[config.mk]
export PLATFORM = sky130hd
export DESIGN_NAME = key_reader
export DESIGN_NICKNAME = d
export VERILOG_FILES = /design/src/rtl/key_reader.sv
export SDC_FILE = /design/constraint.sdc
export NUM_CORES = 1
export LEC_CHECK = 0
export ABC_AREA = 1
export CAP_MARGIN = 20
export CORE_AREA = 3 3 51 65
export CTS_BUF_LIST = sky130_fd_sc_hd__clkbuf_16
export DETAILED_ROUTE_END_ITERATION = 8
export DIE_AREA = 0 0 54 68
export DONT_BUFFER_PORTS = 1
export MAX_ROUTING_LAYER = met4
export PLACE_DENSITY = 0.7
export SYNTH_ARGS = -nofsm -noshare
export SYNTH_HDL_FRONTEND = slang
export SYNTH_SLANG_ARGS = --single-unit
export TNS_END_PERCENT = 20
[constraint.sdc]
create_clock -name clk -period 1.9 [get_ports clk]
set_clock_uncertainty 0.2 [all_clocks]
set_input_delay 0.19 -clock clk [delete_from_list [all_inputs] [get_ports clk]]
set_output_delay 0.19 -clock clk [all_outputs]
set_load 0.02 [all_outputs]
[src/rtl/key_reader.sv]
// Key read sequencer: once a full key set has been loaded, walks key slots 0..NUM_KEYS-1
// and hands each key word to the cipher core over a valid/ready handshake.
module key_reader #(
   parameter int IDX_W     = 2,
   parameter int KEY_WIDTH = 32
) (
   input  logic                 clk,
   input  logic                 rst,
   input  logic                 key_rollover,
   input  logic                 key_clear,
   input  logic                 start,
   input  logic [KEY_WIDTH-1:0] key_data,
   output logic [IDX_W-1:0]     rd_index,
   output logic [KEY_WIDTH-1:0] key_out,
   output logic                 key_valid,
   input  logic                 key_ready,
   output logic                 key_last,
   output logic                 busy,
   output logic                 done,
   output logic                 error
);

   localparam logic [IDX_W-1:0] LAST_IDX = '1;

   typedef enum logic [1:0] {IDLE, FETCH, PRESENT, DONE} state_t;

   state_t state;
   logic   keys_loaded;

   assign key_last = key_valid && (rd_index == LAST_IDX);
   assign busy     = (state != IDLE);

   always_ff @(posedge clk) begin
      if (rst) begin
         state       <= IDLE;
         rd_index    <= '0;
         key_out     <= '0;
         key_valid   <= 1'b0;
         keys_loaded <= 1'b0;
         done        <= 1'b0;
         error       <= 1'b0;
      end else begin
         done  <= 1'b0;
         error <= 1'b0;

         if (key_clear)
            keys_loaded <= 1'b0;
         else if (key_rollover)
            keys_loaded <= 1'b1;

         // A clear aborts any running sequence silently; no done pulse follows.
         if (key_clear && state != IDLE) begin
            state     <= IDLE;
            key_valid <= 1'b0;
            rd_index  <= '0;
         end else begin
            case (state)
               IDLE: begin
                  if (start && keys_loaded && !key_clear) begin
                     state    <= FETCH;
                     rd_index <= '0;
                  end else if (start && !keys_loaded) begin
                     error <= 1'b1;
                  end
               end
               FETCH: begin
                  key_out   <= key_data;
                  key_valid <= 1'b1;
                  state     <= PRESENT;
               end
               PRESENT: begin
                  if (key_valid && key_ready) begin
                     key_valid <= 1'b0;
                     if (rd_index == LAST_IDX) begin
                        state <= DONE;
                        done  <= 1'b1;
                     end else begin
                        rd_index <= rd_index + 1'b1;
                        state    <= FETCH;
                     end
                  end
               end
               DONE: begin
                  rd_index <= '0;
                  state    <= IDLE;
               end
               default: state <= IDLE;
            endcase
         end
      end
   end

endmodule

=== After elaboration in Yosys (flattened, before gate mapping) ===
Index checks and enable logic that the tools add are counted.

* Flip-flop bits (word level): 40
* Memory bits (writable): 0
* Bits in read-only memories: 0
* Bits in latches: 0
* Memories: 0
* Output and inout bits: 39
* Logic and storage cells: 51
* Bits of input ports: 38

* $add $sub $neg: 1
* Muxes and demuxes: 12
* Shift-type cells: 0
* Div/mod/pow operators: 0
* Reductions and logical operators: 20
* Equal/unequal tests: 7
* Bitwise gates (word level): 4
* Magnitude comparators: 0
* Multiply operators: 0

{| class="wikitable"
|+ Operators by type and width
! operator !! number
|-
| $mux W2 || 6
|-
| $pmux W2 S4 || 1
|-
| $reduce_or A4 Y1 || 2
|-
| $eq A2 B2 Y1 const B || 3
|-
| $logic_and A1 B1 Y1 || 6
|-
| $ne A2 B2 Y1 const B || 3
|-
| $pmux W2 S3 || 1
|-
| $reduce_and A2 Y1 || 3
|-
| $not A1 Y1 || 4
|-
| $reduce_and A4 Y1 || 1
|-
| $reduce_bool A2 Y1 || 2
|-
| $reduce_or A2 Y1 || 2
|-
| $mux W1 || 3
|-
| $reduce_bool A3 Y1 || 1
|-
| $add A2 B1 Y2 const B || 1
|-
| $eq A2 B1 Y1 const B || 1
|-
| $logic_not A1 Y1 || 2
|-
| $logic_not A2 Y1 || 1
|-
| $pmux W1 S2 || 1
|}

=== Longest topological paths before layout ===
Gate-level depths: netlist (run 1).

* Depth after elaboration: 4
* Gate-level depth with buffers: 7
* Depth with buffers taken out: 7

=== Worst setup path before layout (run 1) ===
Ideal clock, no wire load.

* Kind: register to register
* Start: register rd_index[0]
* End: register rd_index[1]
* Arrival time: 1055 ps
* Setup slack: 530 ps
* Required time: 1585 ps
* Stages on the path, launching flop included: 7
* Path buffers: 0
* Period minus slack after synthesis: 1370 ps
* Setup time: 115 ps
* Cell sequence: dfxtp_1 > ha_1 > nand3_1 > nand2_1 > nor2_4 > a21oi_1 > nor2_1

* Longest elaborated chain between the ends: 4
* Elaborated cells between the ends (all ways): 7
* Classes of those cells: 1 x add/sub; 2 x eq/ne; 3 x mux; 1 x reduce/logical

{| class="wikitable"
|+ RTL lines
! what !! line !! RTL
|-
| start: declaration || 13 || <nowiki>output logic [IDX_W-1:0] rd_index,</nowiki>
|-
| start signal: assignment || 78 || <nowiki>rd_index <= rd_index + 1'b1;</nowiki>
|-
| $add A2 B1 Y2 || 78 ||
|-
| $mux W2 || 74 || <nowiki>if (rd_index == LAST_IDX) begin</nowiki>
|-
| $mux W2 || 72 || <nowiki>if (key_valid && key_ready) begin</nowiki>
|-
| $pmux W2 S3 || 57 || <nowiki>case (state)</nowiki>
|}

Parallel ways exist; a longest one is shown, timed or not. The select of a mux whose other input is x is not followed.
A chain may end at the register's enable or synchronous reset.

=== Worst setup path in the final report (run 1) ===
* Start: register state[0]
* End: register key_out[17]

* Longest elaborated chain between the ends: 4
* Elaborated cells between the ends (all ways): 5
* Classes of those cells: 1 x eq/ne; 1 x bitwise; 3 x reduce/logical

{| class="wikitable"
|+ RTL lines
! what !! line !! RTL
|-
| start: declaration || 27 || <nowiki>state_t state;</nowiki>
|-
| start signal: assignment || 35 || <nowiki>state <= IDLE;</nowiki>
|-
| start signal: assignment || 53 || <nowiki>state <= IDLE;</nowiki>
|-
| start signal: assignment || 60 || <nowiki>state <= FETCH;</nowiki>
|-
| $reduce_bool A2 Y1 || 52 || <nowiki>if (key_clear && state != IDLE) begin</nowiki>
|-
| $logic_and A1 B1 Y1 || 52 ||
|-
| $not A1 Y1 (no line) || - ||
|-
| $reduce_and A2 Y1 (no line) * || - ||
|-
| end signal: assignment || 67 || <nowiki>key_out <= key_data;</nowiki>
|-
| end: declaration || 14 || <nowiki>output logic [KEY_WIDTH-1:0] key_out,</nowiki>
|}

Mark *: on every way between the ends. The rest lies on a longest branch, timed or not.

==> results of run 1 <==
-- path summary, 6_finish.rpt --
check,endpoint,start
worst max-delay path,key_out[17],state[0]
worst min-delay path,done,key_ready
worst max register to register,key_out[17],state[0]
worst min register to register,error,keys_loaded
-- logic make-up (layout without fill, tap and decap cells) --
family          after synthesis  count (layout)  share of synthesized area
buf+inv                      53              87                      0.153
simple gates                 32              33                      0.105
fa+ha+maj                     1               1                    0.00808
compound gates               67              67                      0.217
flops                        40              40                      0.517
-- layout by cell type, fill, tap and decap left out --
cell           count
a21oi_1           34
buf_4              1
clkbuf_16          5
clkinv_2           1
dfxtp_1           40
dlygate4sd3_1     35
ha_1               1
inv_1             42
inv_2              3
nand2_1           13
nand2_2            2
nand3_1            4
nand3_2            1
nand3_4            1
nand4_1            1
nor2_1             6
nor2_2             1
nor2_4             1
nor3_1             2
nor3b_1            1
o21ai_0           27
o21ai_1            6
-- metrics by stage --
step	cells	power, mW
3_5_place_dp	219	1.95
6_report	262	2.78
4_1_cts	261	2.77
5_1_grt	262	2.95
3_3_place_gp	219	1.90
2_1_floorplan	193	1.88
-- state kept, by name, summed over array words and instances (netlist names) --
signal	cells
key_out	32
rd_index	2
state	2
done	1
error	1
key_valid	1
keys_loaded	1
-- tightest hold or removal path, delay by kind of cell --
| family | cells | cell delay (ns) |
|---|---|---|
| buf+inv | 1 | 0.07 |
| simple gates | 3 | 0.19 |
-- power groups by stage --
stage                     combinational (mW)  clock, mW  sequential, mW
final                                  0.654      0.760            1.36
after detailed placement               0.573          0            1.38
after global placement                 0.537          0            1.37
after CTS                              0.635      0.773            1.36
after floorplan                        0.542          0            1.34
after global routing                   0.755      0.803            1.39
-- layout make-up --
type                    instances  area, µm²  share of cell area
inverters                      44        165              0.0817
repair buffers                 36        358               0.177
well taps                      34       42.5              0.0211
flip-flops and latches         40        801               0.396
clock inverters                 2       8.76             0.00433
multi-input cells             101        520               0.258
clock buffers                   5        125              0.0619
-- per-layer routing --
metal / up-vias / global-route usage / share of wire / routed length [µm]
met1: 622 / 0.189 / 0.38 / 1410
met5: - / - / 0 / 0
met3: 6 / 0.0763 / 0.084 / 312
met4: 0 / 0.0841 / 0.014 / 53
met2: 55 / 0.391 / 0.52 / 1930
li1: 679 / - / - / -
-- what timing repair did --
item                                    in CTS  in global routing
hold buffers                                35                  0
endpoints found under the hold margin       34                  0
setup buffers                                0                  0
endpoints found under the setup margin       0                  1
==> key figures, run 1 <==
Outcome
  – Status: finished, final reports clean

Logic synthesis
  – Mapped Area: 0.00155 mm²
  – Dominant cells by area after synthesis: dfxtp_1, a21oi_1, inv_1
  – Top-count cell post-synth: inv_1
  – Syn nets: about 230
  – Seq/Total Area, Yosys: 0.517
  – Avg Inst Size Synth: between 8 and 9 µm²
  – Post-synth EDFFs: 0
  – Synthesis-stage register bit count: 40
  – Most common flop cell mapped by yosys: dfxtp_1
  – Cell variety after synth: 20
  – Area leader, netlist: dfxtp_1
  – Synth Warn #: 0
  – Yosys top cell area share: 0.517
  – Synth cell count leaders: inv_1, dfxtp_1, a21oi_1, o21ai_0, nand2_1
  – Asr flop ratio synth: 0
  – Gate Count Post-Synth: 193

Floorplan
  – Die X: 54 µm
  – I/O pin cnt: 77
  – DIE HEIGHT: between 60 and 70 µm
  – Initial Utilization: 0.572
  – Area of the core: approximately 0.0027 mm²
  – Die area: about 0.0037 mm²
  – FP Rows: 21

Clock network
  – Resized Gates After CTS: 0
  – CTS clk-pin slew, worst paths: about 0.05 ns
  – Clock tree sinks: 40
  – Number of CTS-inserted buffers: 5
  – Skew-Pair Late Insertion Delay: 0.27 ns
  – Clock root buffer: clkbuf_16
  – CTS Buffer Depth: 2
  – H-tree depth: 2
  – TritonCTS clock tree: yes

Detailed routing
  – Final wirelength: between 3 and 4 mm
  – Antenna Violating Nets Remaining: 0
  – Post-route DRC: 0
  – Initial DRC count: 44
  – Vias post-DR: ~1400
  – Vias per inst: between 5 and 6
  – Routed WL per cell: 14.1 µm
  – Pre-antenna DRT Iters: 4

Critical path
  – Crit-path cells: nand3_2 > a21oi_1
  – CP startpoint kind: register
  – Setup crit end kind: register
  – Slowest Stage Delay on Critical Path: ~0.55 ns
  – Max stage delay cell, worst path: nand3_2
  – Reg2Reg Setup Slack: a little over 0.2 ns
  – Critical Path RT: between 1.5 and 2 ns
  – Buf+Inv Stages, Crit Path: 0
  – R2r worst-path depth: 2
  – CP top delay family: simple AND/OR/NAND/NOR gates
  – Crit path depth: 2
  – Worst EP arrival: roughly 1.7 ns
  – Crit-path max FO: 32
  – Crit path kind: reg -> reg

Layout
  – Share of cells above drive strength 1: 0.0702
  – Fill cells: 193
  – Final nets: between 200 and 300
  – Post-route cell area: about 0.0020 mm²
  – # diodes: 0
  – Finished Core Util: 0.747
  – Area Overhead vs Synth: 30.6%

Placed design
  – Area after DPL: 0.00153 mm²
  – Gpl congestion: 0.887
  – Pre-CTS setup slack: 0.215 ns
  – Hpwl dp: around 2.3 mm
  – Input/output buffers: 0

Power and ir drop
  – P_sw: 1.05 mW
  – VDD IR max: ~0.92 mV
  – PD cells: about 1400 mW/mm²
  – Switching Fraction: 0.378
  – Logic gate share of total power: 0.236
  – Int Power: between 1.5 and 2 mW
  – Reg power frac: 0.491
  – Clk network pwr share: 0.274
  – Leak: approximately 0.8 nW

Global route
  – Global-route wire length before repair: approximately 5.5 mm
  – Largest net degree at the start of global routing: 65
  – Global route overflow: 0
  – Tot GR Track Use: 0.211
  – Vias in the first global route: about 1300
  – Initial antenna violation count: 0

STA
  – Setup TNS: 0 ns
  – Fin crit period: between 1.5 and 2 ns
  – Worst rel slew slack: 0.580
  – Worst Setup Slack, final: 0.201 ns
  – Max-slew violations: 0
  – RSZ-0062 raised after global routing: false
  – Hold_ws: approximately 0.03 ns
  – F_max: around 590 MHz
  – Setup-failing EPs final: 0
  – Tcrit/Tclk final: 0.894
  – Final Hold Vio Count: 0
  – Slew @ Worst Pin: roughly 0.63 ns

Run
  – MaxCap Viol Count: 0

Worst hold path
  – Hold Path Depth: 4
  – Hold WC Path Type: in -> reg
Note: power is estimated with default switching activity, not from simulation.
==> inputs of run 2 (changes only) <==
--- a/config.mk
+++ b/config.mk
@@ -12,6 +12,7 @@
 export DETAILED_ROUTE_END_ITERATION = 8
 export DIE_AREA = 0 0 54 68
 export DONT_BUFFER_PORTS = 1
+export HOLD_SLACK_MARGIN = 0.12
 export MAX_ROUTING_LAYER = met4
 export PLACE_DENSITY = 0.7
 export SYNTH_ARGS = -nofsm -noshare
==> key figures, run 2 (synthesis gave the netlist of run 1 again) <==
Power and ir drop
  – Reg power frac: 0.474 (was 0.491)
  – Int Power: 1.78 mW (was 1.73 mW)
  – P_sw: 1.11 mW (was 1.05 mW)
  – VDD IR max: 0.948 mV (was 0.921 mV)
  – Clk network pwr share: 0.264 (was 0.274)
  – Switching Fraction: 0.383 (was 0.378)
  – Leak: 0.835 nW (was 0.792 nW)
  – PD cells: 1380 mW/mm² (was 1370 mW/mm²)
  – Logic gate share of total power: 0.262 (was 0.236)

Layout
  – Final nets: 274 (was 267)
  – Area Overhead vs Synth: 35.7% (was 30.6%)
  – Fill cells: 180 (was 193)
  – Final cell count without fillers: 269 (was 262)
  – Largest regs: key_out x32, rd_index x2, state x2 (unchanged)
  – Most common cell after layout, fill and taps aside: inv_1 (unchanged)
  – Most flops, register: key_out (unchanged)
  – Commonest non-fill, non-tap cells in the layout: inv_1, dlygate4sd3_1, dfxtp_1 (was inv_1, dfxtp_1, dlygate4sd3_1)
  – Share of cells above drive strength 1: 0.0936 (was 0.0702)
  – # diodes: 0 (unchanged)
  – Max FFs per register: 32 (unchanged)

Global route
  – Vias in the first global route: 1362 (was 1330)
  – Initial antenna violation count: 0 (unchanged)
  – Tot GR Track Use: 0.226 (was 0.211)
  – Global-route wire length before repair: 5.82 mm (was 5.48 mm)
  – Global route overflow: 0 (unchanged)
  – Largest net degree at the start of global routing: 65 (unchanged)

Critical path
  – Worst EP arrival: 1.84 ns (was 1.68 ns)
  – Critical Path RT: 1.92 ns (was 1.88 ns)
  – Setup crit end kind: register (unchanged)
  – R2r worst-path depth: 4 (was 2)
  – CP startpoint kind: register (unchanged)
  – Crit path kind: reg -> reg (unchanged)
  – Crit-path max FO: 3 (was 32)

STA
  – Final Hold Vio Count: 0 (unchanged)
  – Slew @ Worst Pin: 0.631 ns (was 0.629 ns)
  – Setup-failing EPs final: 0 (unchanged)
  – Worst rel slew slack: 0.579 (was 0.580)
  – F_max: 549 MHz (was 589 MHz)
  – Max-slew violations: 0 (unchanged)
  – Fin crit period: 1.82 ns (was 1.70 ns)
  – Setup TNS: 0 ns (unchanged)
  – Tcrit/Tclk final: 0.959 (was 0.894)

Worst hold path
  – Hold WC Path Type: in -> reg (unchanged)
  – Hold Path Depth: 5 (was 4)

Clock network
  – Clock root buffer: clkbuf_16 (unchanged)
  – Clock tree sinks: 40 (unchanged)
  – Skew-Pair Late Insertion Delay: 0.27 ns (about the same)
  – H-tree depth: 2 (unchanged)
  – TritonCTS clock tree: yes (unchanged)
  – CTS Buffer Depth: 2 (unchanged)
  – CTS clk-pin slew, worst paths: 0.05 ns (about the same)
  – Number of CTS-inserted buffers: 5 (unchanged)

Detailed routing
  – Routed WL per cell: 15.6 µm (was 14.1 µm)
  – Antenna Violating Nets Remaining: 0 (unchanged)
  – Vias post-DR: 1405 (was 1362)
  – Vias per inst: 5.22 (was 5.20)
  – Pre-antenna DRT Iters: 4 (unchanged)
  – Initial DRC count: 56 (was 44)
  – Final wirelength: 4.18 mm (was 3.71 mm)
  – Post-route DRC: 0 (unchanged)

Floorplan
  – Die X: 54 µm (unchanged)
  – DIE HEIGHT: 68 µm (unchanged)
  – Area of the core: 0.00271 mm² (unchanged)
  – Die area: 0.00367 mm² (unchanged)
  – Initial Utilization: 0.572 (unchanged)
  – FP Rows: 21 (unchanged)
  – I/O pin cnt: 77 (unchanged)

Placed design
  – Placed instance count: 219 (unchanged)
  – Input/output buffers: 0 (unchanged)
  – Hpwl dp: 2.27 mm (unchanged)
  – Gpl congestion: 0.887 (unchanged)

Run
  – MaxCap Viol Count: 0 (unchanged)

Outcome
  – Status: finished, final reports clean (unchanged)
==> run 2: worst paths after layout <==
path	startpoint	to	slack (ns)
worst max-delay path	rd_index[1]	done	0.08
worst min-delay path	rst	key_valid	0.15
worst max register to register	rd_index[1]	done	0.08
worst min register to register	key_valid	key_valid	0.34
==> run 2: critical path, cell delays in order (launching register included) <==
cell	delay, ns
dfxtp_1	0.50
ha_1	0.27
inv_1	0.08
nor3_2	0.17
dlygate4sd3_1	0.55
==> run 2: timing repair <==
item | 4_1_cts | 5_1_grt
setup buffers | 0 | 1
endpoints found under the hold margin | 40 | 0
hold buffers | 42 | 0
gates resized for setup | 0 | 6
endpoints found under the setup margin | 0 | 29
==> run 2: through the flow <==
step | worst slack [ns] | total power [mW] | util | area (µm²) | hold slack [ns]
after floorplan | 0.530 | 1.88 | - | 1550 | 0.119
after global placement | 0.303 | 1.90 | 0.564 | 1530 | 0.124
after detailed placement | 0.215 | 1.95 | 0.564 | 1530 | 0.131
after CTS | 0.0766 | 2.79 | 0.769 | 2080 | 0.132
after global routing | -0.00504 | 3.04 | 0.776 | 2100 | 0.207
final | 0.0787 | 2.89 | 0.776 | 2100 | 0.153
==> run 2: final cells by class <==
class,count,area [µm²],share of cell area
clock buffers,5,125,0.0596
clock inverters,2,8.76,0.00417
inverters,44,165,0.0786
multi-input cells,101,528,0.251
flip-flops and latches,40,803,0.382
well taps,34,42.5,0.0203
repair buffers,43,428,0.204
==> run 2: power groups by stage <==
stage | clock (mW) | combinational [mW] | sequential, mW
2_1_floorplan | 0 | 0.542 | 1.34
3_3_place_gp | 0 | 0.537 | 1.37
3_5_place_dp | 0 | 0.573 | 1.38
4_1_cts | 0.773 | 0.661 | 1.36
5_1_grt | 0.804 | 0.842 | 1.40
6_report | 0.763 | 0.757 | 1.37
==> run 2: per-layer routing <==
metal / GRT usage / routed length (µm) / vias up / part of all wire
met1: 0.202 / 1550 / 640 / 0.37
met2: 0.418 / 2210 / 61 / 0.53
met5: - / 0 / - / 0
met3: 0.0784 / 325 / 10 / 0.078
li1: - / - / 694 / -
met4: 0.0997 / 95 / 0 / 0.023
